`src/rtl/veda_pkg.sv`:
```
// Shared VEDA definitions: opcodes, instruction field helpers and the fetch FSM state type.
package veda_pkg;

  localparam logic [5:0] OP_JUMP = 6'd21;
  localparam logic [5:0] OP_BEQ  = 6'd19;

  typedef enum logic [0:0] {
    StRun,
    StDrain
  } fetch_state_e;

  function automatic logic [5:0] opcode_of(input logic [31:0] instr);
    return instr[31:26];
  endfunction

  function automatic logic [4:0] rs_of(input logic [31:0] instr);
    return instr[25:21];
  endfunction

  function automatic logic [4:0] rt_of(input logic [31:0] instr);
    return instr[20:16];
  endfunction

  function automatic logic [15:0] imm16_of(input logic [31:0] instr);
    return instr[15:0];
  endfunction

  function automatic logic [25:0] target26_of(input logic [31:0] instr);
    return instr[25:0];
  endfunction

endpackage

```
`src/rtl/veda_fetch_unit_if.sv`:
```
// Fetch unit bus bundle: instruction-memory read port, redirect input and decode handshake.
interface veda_fetch_unit_if #(
  parameter int unsigned ADDR_W = 5,
  parameter int unsigned DATA_W = 32
) ();

  logic              imem_req;
  logic [ADDR_W-1:0] imem_addr;
  logic              imem_rvalid;
  logic [DATA_W-1:0] imem_rdata;
  logic              redir_valid;
  logic [ADDR_W-1:0] redir_pc;
  logic              out_valid;
  logic              out_ready;
  logic [DATA_W-1:0] out_instr;
  logic [ADDR_W-1:0] out_pc;
  logic              busy;

  modport master (
    output imem_req, imem_addr, out_valid, out_instr, out_pc, busy,
    input  imem_rvalid, imem_rdata, redir_valid, redir_pc, out_ready
  );

  modport slave (
    input  imem_req, imem_addr, out_valid, out_instr, out_pc, busy,
    output imem_rvalid, imem_rdata, redir_valid, redir_pc, out_ready
  );

endinterface

```
`src/rtl/veda_fetch_fifo.sv`:
```
// Small in-order FIFO with registered head and a flush that empties it in one cycle.
module veda_fetch_fifo #(
  parameter int unsigned WIDTH = 37,
  parameter int unsigned DEPTH = 2,
  localparam int unsigned CntW = $clog2(DEPTH + 1)
) (
  input  logic             clk,
  input  logic             reset,
  input  logic             push_i,
  input  logic [WIDTH-1:0] push_data_i,
  input  logic             pop_i,
  input  logic             flush_i,
  output logic [WIDTH-1:0] head_o,
  output logic [CntW-1:0]  count_o
);

  localparam int unsigned PtrW = (DEPTH > 1) ? $clog2(DEPTH) : 1;

  logic [WIDTH-1:0] mem_q [DEPTH];
  logic [WIDTH-1:0] mem_d [DEPTH];
  logic [PtrW-1:0]  wr_q, wr_d, rd_q, rd_d;
  logic [CntW-1:0]  cnt_q, cnt_d;
  logic             do_pop;

  function automatic logic [PtrW-1:0] ptr_inc(input logic [PtrW-1:0] p);
    return (p == PtrW'(DEPTH - 1)) ? '0 : p + PtrW'(1);
  endfunction

  // A push into a full FIFO is legal only together with a pop; the caller guarantees it.
  always_comb begin
    mem_d  = mem_q;
    wr_d   = wr_q;
    rd_d   = rd_q;
    cnt_d  = cnt_q;
    do_pop = pop_i && (cnt_q != '0);
    if (flush_i) begin
      wr_d  = '0;
      rd_d  = '0;
      cnt_d = '0;
    end else begin
      if (push_i) begin
        mem_d[wr_q] = push_data_i;
        wr_d        = ptr_inc(wr_q);
      end
      if (do_pop) begin
        rd_d = ptr_inc(rd_q);
      end
      cnt_d = cnt_q + CntW'(push_i) - CntW'(do_pop);
    end
  end

  always_ff @(posedge clk) begin
    if (reset) begin
      mem_q <= '{default: '0};
      wr_q  <= '0;
      rd_q  <= '0;
      cnt_q <= '0;
    end else begin
      mem_q <= mem_d;
      wr_q  <= wr_d;
      rd_q  <= rd_d;
      cnt_q <= cnt_d;
    end
  end

  assign head_o  = mem_q[rd_q];
  assign count_o = cnt_q;

endmodule

```
`src/rtl/veda_fetch_unit.sv`:
```
// VEDA instruction fetch: PC, credit-limited imem reads, in-order queue to decode, redirect drain.
// Optional JUMP_PREDECODE_EN: a queued OP_JUMP word redirects fetch to its target on the next cycle.
module veda_fetch_unit
  import veda_pkg::*;
#(
  parameter int unsigned ADDR_W    = 5,
  parameter int unsigned DATA_W    = 32,
  parameter int unsigned BUF_DEPTH = 2,
  parameter int unsigned RESET_PC  = 0
) (
  input  logic            clk,
  input  logic            reset,
  veda_fetch_unit_if.master bus
);

  localparam int unsigned CntW = $clog2(BUF_DEPTH + 1);
  localparam int unsigned SumW = CntW + 1;
  localparam int unsigned EntW = ADDR_W + DATA_W;

  fetch_state_e      state_q, state_d;
  logic [ADDR_W-1:0] pc_q, pc_d;
  logic [CntW-1:0]   outst, outst_next, q_count;
  logic [ADDR_W-1:0] tag_head, redirect_pc;
  logic [EntW-1:0]   q_head;
  logic [SumW-1:0]   credit_used;
  logic              redirect, rsp_take, q_push, pop, issue;

`ifdef JUMP_PREDECODE_EN
  logic              jump_pend_q, jump_pend_d;
  logic [ADDR_W-1:0] jump_tgt_q, jump_tgt_d;

  always_comb begin
    jump_pend_d = q_push && (opcode_of(32'(bus.imem_rdata)) == OP_JUMP);
    jump_tgt_d  = ADDR_W'(target26_of(32'(bus.imem_rdata)));
  end

  always_ff @(posedge clk) begin
    if (reset) begin
      jump_pend_q <= 1'b0;
      jump_tgt_q  <= '0;
    end else begin
      jump_pend_q <= jump_pend_d;
      jump_tgt_q  <= jump_tgt_d;
    end
  end

  // The jump is the youngest queued word, so only in-flight reads need discarding.
  assign redirect    = bus.redir_valid | jump_pend_q;
  assign redirect_pc = bus.redir_valid ? bus.redir_pc : jump_tgt_q;
`else
  assign redirect    = bus.redir_valid;
  assign redirect_pc = bus.redir_pc;
`endif

  assign pop      = bus.out_valid & bus.out_ready;
  assign rsp_take = bus.imem_rvalid && (outst != '0);
  assign q_push   = rsp_take && (state_q == StRun) && !redirect;

  // A word leaving this cycle frees its slot, which keeps the one-per-cycle stream going.
  assign credit_used = SumW'(outst) + SumW'(q_count) - SumW'(pop);
  assign issue       = !reset && (state_q == StRun) && !redirect &&
                       (credit_used < SumW'(BUF_DEPTH));
  assign outst_next  = outst + CntW'(issue) - CntW'(rsp_take);

  always_comb begin
    pc_d    = pc_q;
    state_d = state_q;
    if (redirect) begin
      pc_d = redirect_pc;
    end else if (issue) begin
      pc_d = pc_q + ADDR_W'(1);
    end
    unique case (state_q)
      StRun:   if (redirect && (outst_next != '0)) state_d = StDrain;
      StDrain: if (outst_next == '0) state_d = StRun;
      default: state_d = StRun;
    endcase
  end

  always_ff @(posedge clk) begin
    if (reset) begin
      pc_q    <= ADDR_W'(RESET_PC);
      state_q <= StRun;
    end else begin
      pc_q    <= pc_d;
      state_q <= state_d;
    end
  end

  // Request tags; its occupancy is the outstanding-read count.
  veda_fetch_fifo #(
    .WIDTH(ADDR_W),
    .DEPTH(BUF_DEPTH)
  ) u_tag_fifo (
    .clk        (clk),
    .reset      (reset),
    .push_i     (issue),
    .push_data_i(pc_q),
    .pop_i      (rsp_take),
    .flush_i    (1'b0),
    .head_o     (tag_head),
    .count_o    (outst)
  );

  veda_fetch_fifo #(
    .WIDTH(EntW),
    .DEPTH(BUF_DEPTH)
  ) u_instr_fifo (
    .clk        (clk),
    .reset      (reset),
    .push_i     (q_push),
    .push_data_i({tag_head, bus.imem_rdata}),
    .pop_i      (pop),
    .flush_i    (bus.redir_valid),
    .head_o     (q_head),
    .count_o    (q_count)
  );

  assign bus.imem_req  = issue;
  assign bus.imem_addr = pc_q;
  assign bus.out_valid = (q_count != '0);
  assign bus.out_pc    = q_head[EntW-1:DATA_W];
  assign bus.out_instr = q_head[DATA_W-1:0];
  assign bus.busy      = (state_q == StDrain) || (outst != '0);

endmodule

```
`src/flat_wrapper.sv`:
```
// flat-port wrapper written by rule: the top's interface ports become plain ports
module veda_fetch_unit_flat import veda_pkg::*;
#(
  parameter int unsigned ADDR_W    = 5,
  parameter int unsigned DATA_W    = 32,
  parameter int unsigned BUF_DEPTH = 2,
  parameter int unsigned RESET_PC  = 0
)
  (clk, reset, bus_imem_req, bus_imem_addr, bus_out_valid, bus_out_instr, bus_out_pc, bus_busy, bus_imem_rvalid, bus_imem_rdata, bus_redir_valid, bus_redir_pc, bus_out_ready);
  veda_fetch_unit_if #(.ADDR_W(ADDR_W), .DATA_W(DATA_W)) bus_i ();
  input  logic clk;
  input  logic reset;
  output wire logic [$bits(bus_i.imem_req)-1:0] bus_imem_req;
  output wire logic [$bits(bus_i.imem_addr)-1:0] bus_imem_addr;
  output wire logic [$bits(bus_i.out_valid)-1:0] bus_out_valid;
  output wire logic [$bits(bus_i.out_instr)-1:0] bus_out_instr;
  output wire logic [$bits(bus_i.out_pc)-1:0] bus_out_pc;
  output wire logic [$bits(bus_i.busy)-1:0] bus_busy;
  input wire logic [$bits(bus_i.imem_rvalid)-1:0] bus_imem_rvalid;
  input wire logic [$bits(bus_i.imem_rdata)-1:0] bus_imem_rdata;
  input wire logic [$bits(bus_i.redir_valid)-1:0] bus_redir_valid;
  input wire logic [$bits(bus_i.redir_pc)-1:0] bus_redir_pc;
  input wire logic [$bits(bus_i.out_ready)-1:0] bus_out_ready;
  assign bus_imem_req = bus_i.imem_req;
  assign bus_imem_addr = bus_i.imem_addr;
  assign bus_out_valid = bus_i.out_valid;
  assign bus_out_instr = bus_i.out_instr;
  assign bus_out_pc = bus_i.out_pc;
  assign bus_busy = bus_i.busy;
  assign bus_i.imem_rvalid = bus_imem_rvalid;
  assign bus_i.imem_rdata = bus_imem_rdata;
  assign bus_i.redir_valid = bus_redir_valid;
  assign bus_i.redir_pc = bus_redir_pc;
  assign bus_i.out_ready = bus_out_ready;
  veda_fetch_unit #(.ADDR_W(ADDR_W), .DATA_W(DATA_W), .BUF_DEPTH(BUF_DEPTH), .RESET_PC(RESET_PC)) u_core (.clk(clk), .reset(reset), .bus(bus_i));
endmodule
```
`config.mk`:
```
export PLATFORM = sky130hd
export DESIGN_NAME = veda_fetch_unit_flat
export DESIGN_NICKNAME = d
export VERILOG_FILES = /design/src/rtl/veda_pkg.sv /design/src/rtl/veda_fetch_unit_if.sv /design/src/rtl/veda_fetch_fifo.sv /design/src/rtl/veda_fetch_unit.sv /design/src/flat_wrapper.sv
export SDC_FILE = /design/constraint.sdc
export NUM_CORES = 1
export LEC_CHECK = 0
export BUFFER_PORTS_ARGS = -buffer_cell sky130_fd_sc_hd__buf_2
export CORE_MARGIN = 2
export CORE_UTILIZATION = 35
export DETAILED_ROUTE_END_ITERATION = 12
export PLACE_DENSITY = 0.58
export SLEW_MARGIN = 20
export SYNTH_ARGS = -nofsm -noshare
export SYNTH_HDL_FRONTEND = slang
export SYNTH_SLANG_ARGS = --single-unit
```
`constraint.sdc`:
```
create_clock -name clk -period 4.6 [get_ports clk]
set_input_delay 1.15 -clock clk [delete_from_list [all_inputs] [get_ports clk]]
set_output_delay 1.15 -clock clk [all_outputs]
set_load 0.05 [all_outputs]
```
==> results of run 1 <==
[cell families after synthesis]
group / Yosys count
adders and majority gates: 8
xor gates and xnor gates: 10
muxes: 46
and+or+nand+nor: 188
buffers and inverters: 44
DFF: 98
AOI/OAI and AO/OA: 95
[power by group through the flow]
| stage | sequential (mW) | clock, mW | combinational, mW |
|---|---|---|---|
| after floorplan | 1.01 | 0 | 0.531 |
| final | 1.00 | 0.786 | 0.693 |
| after global placement | 1.02 | 0 | 0.690 |
| after CTS | 1.01 | 0.809 | 0.702 |
| after detailed placement | 1.02 | 0 | 0.698 |
| after global routing | 1.02 | 0.837 | 0.763 |
[cell usage after synthesis (all sizes together)]
library cell and n:
nor2 24, a2111oi 1, a21oi 71, buf 14, a211oi 10, o311ai 1
clkbuf 21, mux2i 9, xor2 2, nor4b 1, nand3 5, o21a 1
and3b 1, nand3b 5, a32oi 2, and3 1, or2 1, xnor2 8
o21ai 6, inv 9, ha 7, o211ai 1, nor3 6, mux2 37
fa 1, nor4 1, nand2 136, and2 2, a31oi 2, dfxtp 98
or3 3, nand2b 2
[how the worst min path moves through the flow]
stage	endpoint	from	slack [ns]
floorplan	u_core.u_instr_fifo.mem_q[0]	u_core.u_instr_fifo.mem_q[0]	0.43
global placement	u_core.u_instr_fifo.mem_q[24]	u_core.u_instr_fifo.mem_q[24]	0.44
detailed placement	u_core.u_instr_fifo.mem_q[23]	u_core.u_instr_fifo.mem_q[23]	0.45
CTS	u_core.u_instr_fifo.mem_q[31]	u_core.u_instr_fifo.mem_q[31]	0.46
global route	u_core.u_instr_fifo.mem_q[63]	u_core.u_instr_fifo.mem_q[63]	0.47
finish	u_core.u_instr_fifo.mem_q[31]	u_core.u_instr_fifo.mem_q[31]	0.45
[metrics by stage]
| stage | worst slack (ns) | std cells | area (sq um) | hold WS [ns] | util (%) |
|---|---|---|---|---|---|
| 2_1_floorplan | 0.645 | 489 | 4170 | 0.433 | - |
| 3_3_place_gp | 0.388 | 690 | 4690 | 0.438 | 40.7 |
| 3_5_place_dp | 0.367 | 690 | 4690 | 0.446 | 40.7 |
| 4_1_cts | 0.349 | 706 | 5010 | 0.456 | 43.5 |
| 5_1_grt | 0.271 | 706 | 5010 | 0.472 | 43.5 |
| 6_report | 0.369 | 706 | 5010 | 0.452 | 43.5 |
[per-layer routing]
metal  track usage, %  wire [um]  vias up
li1                 -          -     1776
met2             28.5       5070       67
met4             5.12        170        0
met3             5.03        494       13
met1             19.1       4320     1653
met5                0          0        -
[flip-flops by register name, indices dropped and copies added (netlist names)]
name / count
u_core.bus.imem_addr: 5
u_core.state_q: 1
u_core.u_instr_fifo.count_o: 2
u_core.u_instr_fifo.mem_q: 74
u_core.u_instr_fifo.rd_q: 1
u_core.u_instr_fifo.wr_q: 1
u_core.u_tag_fifo.count_o: 2
u_core.u_tag_fifo.mem_q: 10
u_core.u_tag_fifo.rd_q: 1
u_core.u_tag_fifo.wr_q: 1
[layout make-up]
type | instances | area [sq um] | share of cell area (%)
Clock buffer | 13 | 270 | 5.40
Sequential cell | 98 | 1960 | 39.2
Clock inverter | 3 | 46.3 | 0.925
Multi-Input combinational cell | 347 | 2030 | 40.6
Inverter | 9 | 33.8 | 0.675
Tap cell | 143 | 179 | 3.57
Timing Repair Buffer | 93 | 483 | 9.65
[critical path, cell delays in order]
cell and delay, ns:
buf_2 0.10, and2_1 0.17, ha_1 0.30, nand2b_1 0.16, fa_1 0.51, nor4b_4 0.24, nand2_1 0.13, inv_2 0.08
buf_2 0.26
==> run metrics, run 1 <==
H-tree Lvls=3; Root Driver=clkbuf_16; actual slew at the worst max-slew pin=1.03 ns; Final Power=2.48 mW; Worst-Skew Late Latency=0.35 ns; critical path endpoint=bus_imem_req; Die Ht=113 um; unrepaired setup endpoints after global routing=false; post-synth top area share=47.1%; CP Launch Point=bus_out_ready; CTS tree=done; remaining antenna violation count=0; worst r2r path cells=14; Clock power frac=31.7%; DRC Markers=6; Slew Limit Fails=0; GP Congestion=0.759; Pint=1.62 mW; clock buffer depth=2; largest net degree at the start of global routing=100; Lkg Pwr=2.01 nW; Crit Path Category=in -> out; largest family of logic cells by synthesized area=simple AND/OR/NAND/NOR gates; Synth Area in XOR/XNOR=2.10%; starting density of the core=36.2%; Reg power frac=40.4%; Die W=113 um; core area=0.0115 sq mm; skew final=0.00672 ns; initial drt markers=212; Setup Buffers After CTS=0; synthesized area=0.00417 sq mm; Fill cells=1,144; grt ovf=0; CTS Buf Count=9; Period minus WS final=4.23 ns; Synth Area in Compound Gates=12.6%; vias in the first global route=3,522; failing checks=DRC; Hold Fails Final Rpt=0; top post-synthesis cells by area=dfxtp_1, nand2_1, mux2_2; Psw=860 uW; WL/cell=14.2 um; commonest non-fill, non-tap cell in the layout=nand2_1; Synth cell types=36; outcome=finished, violations left; final wirelength=10,100 um; most frequent cells in the layout=nand2_1, dfxtp_1, buf_2; warnings from Yosys=0; dpl hpwl=6480 um; Fin Setup TNS=0 ns; final worst path period share=92.0%; port buffer count=86; Synth Net Count=539; fin nets=608; row cnt=39; crit start category=input pin; Slew HR=31.3%; Worst setup EP type=output pin; Overall Global Routing Usage=16.3%; io pins=87; drt pass-1 iters=8; Final setup viols=0; number of inserted diodes=0; simple-gate share of the synthesized area=19.1%; post-CTS sizing=0; RR Startpoint=u_core.u_instr_fifo.count_o[0]; initial antenna violation count=0; clk slew on worst S/H paths=0.06 ns; Max-Cap Viols=0; Yosys top cell by area=dfxtp_1; DIE AREA=0.0128 sq mm; Sw Ratio=34.6%; Pwr Density=496 mW/mm^2; layout cells sized above 1=27.0%; Worst EP required=3.45 ns; fmax=236 MHz; adder-cell share of the synthesized area=2.58%; WHS Path Cells=2; mux cell area share after synthesis=12.2%; via count=3,509; Post-Syn Area per Cell=8.53 sq um; Vias/cell=4.97; Worst Hold Class=reg -> reg; combinational share of power=27.9%; Post-CTS Hold Buffers=0; register bit count reported by yosys=98; synth-to-layout area growth=20.1%; Arrival @ worst endpoint=3.08 ns; R2R Setup Slk=1.44 ns; CTS Sinks=98; Crit Path Max Fanout=3; post-synthesis sequential area ratio=47.1%; peak supply drop=264 uV; Worst R2R End=u_core.u_tag_fifo.count_o[1]; first-pass GRT wire length=16,800 um; Mapped Cells=489
No activity file was read; power rests on OpenSTA's default activity.
==> run 2, diff against run 1 <==
--- a/config.mk
+++ b/config.mk
@@ -5,11 +5,12 @@
 export SDC_FILE = /design/constraint.sdc
 export NUM_CORES = 1
 export LEC_CHECK = 0
+export ABC_AREA = 1
 export BUFFER_PORTS_ARGS = -buffer_cell sky130_fd_sc_hd__buf_2
 export CORE_MARGIN = 2
 export CORE_UTILIZATION = 35
 export DETAILED_ROUTE_END_ITERATION = 12
-export PLACE_DENSITY = 0.58
+export PLACE_DENSITY = 0.53
 export SLEW_MARGIN = 20
 export SYNTH_ARGS = -nofsm -noshare
 export SYNTH_HDL_FRONTEND = slang
==> constraint.sdc (replaced) <==
create_clock -name clk -period 4.2 [get_ports clk]
set_input_delay 1.05 -clock clk [delete_from_list [all_inputs] [get_ports clk]]
set_output_delay 1.05 -clock clk [all_outputs]
set_load 0.05 [all_outputs]
==> run 2 against run 1 <==
  * The run now ends clean
  * Register-to-register slack worse by 0.26 ns
  * Sequential power increased by 11%
  * Core utilization down 1.5 points
  * Synthesized cell count rose by 28%
  * Design area up 1.6%
  * Hold slack better by 0.013 ns
  * Critical path type unchanged
  * Largest cell class unchanged
  * Largest power group unchanged
==> run metrics, run 2 <==
fin nets=742; Overall Global Routing Usage=17.0%; grt ovf=0; core area=0.0121 sq mm; Max-Cap Viols=0; warnings from Yosys=0; ys async rst share=0%; fmax=250 MHz; mux cell area share after synthesis=0%; CTS Sinks=98; Die Ht=116 um; outcome=finished, final reports clean; H-tree Lvls=3; most frequent cells after synthesis=nand2_1, nor2_1, dfxtp_1; vias in the first global route=3,832; Period minus WS final=4.00 ns; layout cells sized above 1=17.0%; actual slew at the worst max-slew pin=0.765 ns; Synth cell types=30; number of inserted diodes=0; synth-to-layout area growth=16.1%; Slew HR=48.9%; initial antenna violation count=0; GP Congestion=0.789; initial drt markers=241; crit start category=input pin; final worst path period share=95.2%; PnR worst setup slack=0.203 ns; dpl hpwl=6770 um; port buffer count=86; Vias/cell=4.67; post-synthesis sequential area ratio=44.7%; Most used DFF post-synth=dfxtp_1; Die W=116 um; Final setup viols=0; unrepaired setup endpoints after global routing=false; Setup Buffers After CTS=0; Worst setup EP type=output pin; peak supply drop=273 uV; Worst Hold Class=reg -> reg; clock buffer depth=2; top post-synthesis cells by area=dfxtp_1, nand2_1, nor2_1; Synth Area in Compound Gates=12.0%; synthesized area=0.00439 sq mm; most frequent cells in the layout=nand2_1, nor2_1, dfxtp_1; Post-Syn Area per Cell=6.99 sq um; Mapped Cells=627; largest net degree at the start of global routing=42; post-synth top area share=44.7%; adder-cell share of the synthesized area=2.45%; commonest non-fill, non-tap cell in the layout=nand2_1; Fin Setup TNS=0 ns; Synth Net Count=677; pre-CTS setup slack=0.194 ns; clk slew on worst S/H paths=0.06 ns; skew final=0.00579 ns; Crit Path Max Fanout=3; drt pass-1 iters=4; DIE AREA=0.0134 sq mm; RR Startpoint=u_core.u_instr_fifo.count_o[1]; Slew Limit Fails=0; Post-CTS Hold Buffers=0; most common cell in the netlist=nand2_1; CP Launch Point=bus_out_ready; WL/cell=12.6 um; Yosys top cell by area=dfxtp_1; first-pass GRT wire length=17,900 um; row cnt=40; post-CTS sizing=0; Worst-Skew Late Latency=0.34 ns; Crit Path Category=in -> out; register bit count reported by yosys=98; max reg flops=74; CTS tree=done; DRC Markers=0; io pins=87; CTS Buf Count=9; Pwr Density=550 mW/mm^2; Post-synth EDFFs=0; Worst EP required=3.15 ns; remaining antenna violation count=0; most flop-heavy register=u_core.u_instr_fifo.mem_q; simple-gate share of the synthesized area=32.0%; Synth Area in XOR/XNOR=0.599%; Hold Fails Final Rpt=0; Arrival @ worst endpoint=2.95 ns; hold path startpoint=u_core.u_tag_fifo.mem_q[0]; Lkg Pwr=2.28 nW; largest family of logic cells by synthesized area=simple AND/OR/NAND/NOR gates; Root Driver=clkbuf_16; via count=4,032; final wirelength=10,900 um; starting density of the core=36.2%
-- run 2: cell types whose count changed after synthesis, sizes merged, moves of 11 or more --
cell,previous run,this run
o21ai,6,84
a21oi,71,19
inv,9,31
mux2,37,0
buf,14,25
nor2,24,163
nand2,136,165
-- run 2: area by class of cell --
| type | instances | area [sq um] |
|---|---|---|
| timing repair buffer | 90 | 460 |
| clock buffer | 13 | 260 |
| fill | 1318 | 7020 |
| multi-input combinational | 462 | 2060 |
| inverter | 31 | 121 |
| sequential | 98 | 1960 |
| tap | 168 | 210 |
| clock inverter | 2 | 12.5 |
-- run 2: power breakdown --
| part | internal, mW | total [mW] | switching (mW) |
|---|---|---|---|
| registers | 1.04 | 1.11 | 0.0784 |
| clock network | 0.430 | 0.768 | 0.338 |
| logic | 0.248 | 0.917 | 0.668 |
-- run 2: through the flow --
stage | util [%] | power [mW] | instance area [sq um] | hold slack [ns] | std cells
floorplan | - | 1.87 | 4390 | 0.441 | 627
global placement | 39.8 | 2.05 | 4820 | 0.452 | 849
detailed placement | 39.8 | 2.06 | 4820 | 0.457 | 849
CTS | 42.0 | 2.84 | 5090 | 0.467 | 864
global route | 42.0 | 2.97 | 5090 | 0.480 | 864
finish | 42.0 | 2.80 | 5090 | 0.465 | 864
-- run 2: critical path, stage by stage --
cell and delay [ns]:
buf_2 0.09, nand2_1 0.08, inv_1 0.07, ha_1 0.28
or2_2 0.30, fa_1 0.50, inv_1 0.04, nor2_1 0.07
nand2_1 0.09, nor2_4 0.10, buf_2 0.27
-- run 2: cells by family after synthesis --
kind of cell             count (synthesis)
AO/OA/AOI/OAI                          104
adder cells (fa/ha/maj)                  8
buffers and inverters                   67
XOR/XNOR                                 3
flip-flops                              98
AND/OR/NAND/NOR                        347
-- run 2: metal layers --
metal | vias to the layer above | track usage, % | part of all wire (%)
li1 | 2097 | - | -
met1 | 1851 | 20.8 | 47
met2 | 72 | 29.3 | 47
met3 | 12 | 3.29 | 4.2
met4 | 0 | 7.30 | 1.7
met5 | - | 0 | 0
-- run 2: worst paths after layout --
path / slack [ns] / cells past startpoint / endpoint
min reg2reg: 0.47 / 2 / u_core.u_tag_fifo.mem_q[0]
max reg2reg: 1.18 / 18 / u_core.u_tag_fifo.count_o[1]
max: 0.20 / 11 / bus_imem_req
min: 0.47 / 2 / u_core.u_tag_fifo.mem_q[0]
==> run 3, diff against run 2 <==
--- a/config.mk
+++ b/config.mk
@@ -14,4 +14,5 @@
 export SLEW_MARGIN = 20
 export SYNTH_ARGS = -nofsm -noshare
 export SYNTH_HDL_FRONTEND = slang
+export SYNTH_HIERARCHICAL = 1
 export SYNTH_SLANG_ARGS = --single-unit
==> run 3 against run 2 <==
  * Register-to-register slack improved by 0.18 ns
  * Largest power group unchanged
  * Hold slack improved by 0.016 ns
  * Synthesized cell count rose by 11%
  * Clock power rose by 17%
==> run metrics, run 3 <==
WL/cell=11.1 um; Slew HR=48.7%; Lkg Pwr=2.72 nW; via count=4,198; Crit Path Category=in -> out; Highest Signal Layer=met5; Root Driver=clkbuf_16; most common cell in the netlist=nor2_1; Worst-Skew Late Latency=0.34 ns; drt pass-1 iters=5; GP Congestion=0.790; vias in the first global route=4,004; Period minus WS final=4.00 ns; register bit count reported by yosys=98; Hold Path End=u_core/u_instr_fifo/mem_q[7]; post-synthesis sequential area ratio=42.5%; H-tree Lvls=3; top post-synthesis cells by area=dfxtp_1, nor2_1, nand2_1; CP max stage delay=0.52 ns; Most used DFF post-synth=dfxtp_1; Overall Global Routing Usage=15.7%; Worst setup EP type=output pin; skew final=0.00869 ns; crit start category=input pin; Psw=464 uW; Die W=119 um; number of inserted diodes=0; row cnt=41; WP buf/inv=3; Max-Cap Viols=0; Fin Setup TNS=0 ns; CP dominant cell by count=buf_2; final worst path period share=95.1%; wl on met1=4980 um; Synth Area in XOR/XNOR=0.759%; post-CTS sizing=0; Worst EP required=3.15 ns; R2R Setup Slk=1.36 ns; dpl hpwl=6790 um; largest family of logic cells by synthesized area=simple AND/OR/NAND/NOR gates; post-synth top area share=42.5%; peak supply drop=154 uV; most frequent cells in the layout=nor2_1, nand2_1, dfxtp_1; max reg flops=74; Slew Limit Fails=0; slowest stage cell, crit path=fa_1; Reg power frac=47.4%; Final setup viols=0; worst r2r path cells=14; initial antenna violation count=1; io pins=87; Die Ht=119 um; Final Power=2.01 mW; combinational share of power=7.9%; fmax=250 MHz; Met3 Routed Length=493 um; Worst Hold Class=reg -> reg; DIE AREA=0.0141 sq mm; warnings from Yosys=6; layout cells sized above 1=15.8%; final wirelength=10,500 um; hold path startpoint=u_core/u_instr_fifo/mem_q[7]; Post-synth EDFFs=0; clock buffer depth=2; clk slew on worst S/H paths=0.07 ns; Post-Syn Area per Cell=6.61 sq um; Synth cell types=31; mux cell area share after synthesis=0%; Mapped Cells=699; core area=0.0128 sq mm; synthesized area=0.00462 sq mm; CTS tree=done; CTS Sinks=98; Vias/cell=4.44; most flop-heavy register=u_core/u_instr_fifo/mem_q; Yosys top cell by area=dfxtp_1; first-pass GRT wire length=18,100 um; Post-CTS Hold Buffers=0; largest net degree at the start of global routing=75; DRC Markers=0; crit-path leading delay family=adder cells; Clock power frac=44.8%; remaining antenna violation count=0; Pwr Density=369 mW/mm^2; Pint=1.55 mW; Setup Buffers After CTS=0; CP Cell Sequence=buf_2 -> o21a_1 -> ha_1 -> or2_2 -> fa_1 -> inv_1 -> nor2_1 -> nand2_1 -> nor2_2 -> buf_2; WHS Path Cells=2; actual slew at the worst max-slew pin=0.769 ns; initial drt markers=169; Arrival @ worst endpoint=2.95 ns; most frequent cells after synthesis=nor2_1, nand2_1, dfxtp_1; fin nets=821; outcome=finished, final reports clean; met2 wire len=4860 um; ys async rst share=0%; adder-cell share of the synthesized area=2.87%; Synth Area in Compound Gates=10.5%; commonest non-fill, non-tap cell in the layout=nor2_1; Worst R2R End=u_core/state_q; Sw Ratio=23.1%; synth-to-layout area growth=17.9%; unrepaired setup endpoints after global routing=false; port buffer count=86; CTS Buf Count=9; starting density of the core=36.2%; simple-gate share of the synthesized area=32.6%; grt ovf=0; RR Startpoint=u_core/u_instr_fifo/count_o[1]; Crit Path Max Fanout=3; Hold Fails Final Rpt=0
==> run 3: cell count changes after synthesis, moves of 3 or more <==
cell,change
a21oi_1,-15
inv_1,+49
nand2_1,+3
buf_1,-4
o21ai_1,+7
buf_4,+4
buf_6,-7
buf_2,+5
nor2_1,+29
==> run 3: final cells by class <==
type / count / area, sq um
clock buffers: 12 / 256
flip-flops and latches: 98 / 1960
well taps: 172 / 215
inverters: 81 / 310
repair buffers: 90 / 460
multi-input cells: 489 / 2170
fillers: 1368 / 7330
clock inverters: 4 / 73.8
==> run 3: worst register-to-register path, stage by stage (launching register included) <==
cell	delay, ns
dfxtp_1	0.35
o21a_1	0.22
ha_1	0.27
or2_2	0.30
fa_1	0.52
inv_1	0.05
nor2_1	0.08
nand2_1	0.06
nor2_2	0.11
buf_4	0.19
ha_1	0.17
xnor2_1	0.14
nor2_1	0.06
o21ai_0	0.17
inv_1	0.06
==> run 3: metal layers <==
metal	track usage, %	vias to the layer above
met2	27.2	91
met3	3.26	14
met1	18.7	1835
met4	6.62	2
li1	-	2256
met5	0	-
==> run 3: power by group through the flow <==
stage	Sequential [mW]	Clock (mW)	Combinational [mW]
after floorplan	0.983	0	0.0966
after global placement	0.974	0	0.157
after detailed placement	0.974	0	0.159
after CTS	0.952	0.934	0.160
after global routing	0.954	0.975	0.178
final	0.953	0.900	0.158
==> run 3: worst max-delay path by stage <==
stage | start | endpoint | cells past startpoint
4_1_cts | bus_out_ready | bus_imem_req | 10
3_3_place_gp | bus_out_ready | bus_imem_req | 10
2_1_floorplan | bus_out_ready | bus_imem_req | 8
3_5_place_dp | bus_out_ready | bus_imem_req | 10
6_report | bus_out_ready | bus_imem_req | 10
5_1_grt | bus_out_ready | bus_imem_req | 10
==> run 3: through the flow <==
step | util (%) | setup slack, ns | instance area (sq um) | cells | hold slack, ns
2_1_floorplan | - | 0.126 | 4620 | 700 | 0.454
3_3_place_gp | 40.0 | 0.177 | 5110 | 930 | 0.462
3_5_place_dp | 40.1 | 0.172 | 5120 | 930 | 0.472
4_1_cts | 42.6 | 0.173 | 5450 | 946 | 0.487
5_1_grt | 42.6 | 0.0156 | 5450 | 946 | 0.501
6_report | 42.6 | 0.204 | 5450 | 946 | 0.481
==> run 3: kinds of logic after synthesis <==
group	Yosys count
AOI/OAI and AO/OA	95
xor gates and xnor gates	4
adders and majority gates	10
buffers and inverters	113
DFF	98
other	1
and+or+nand+nor	378
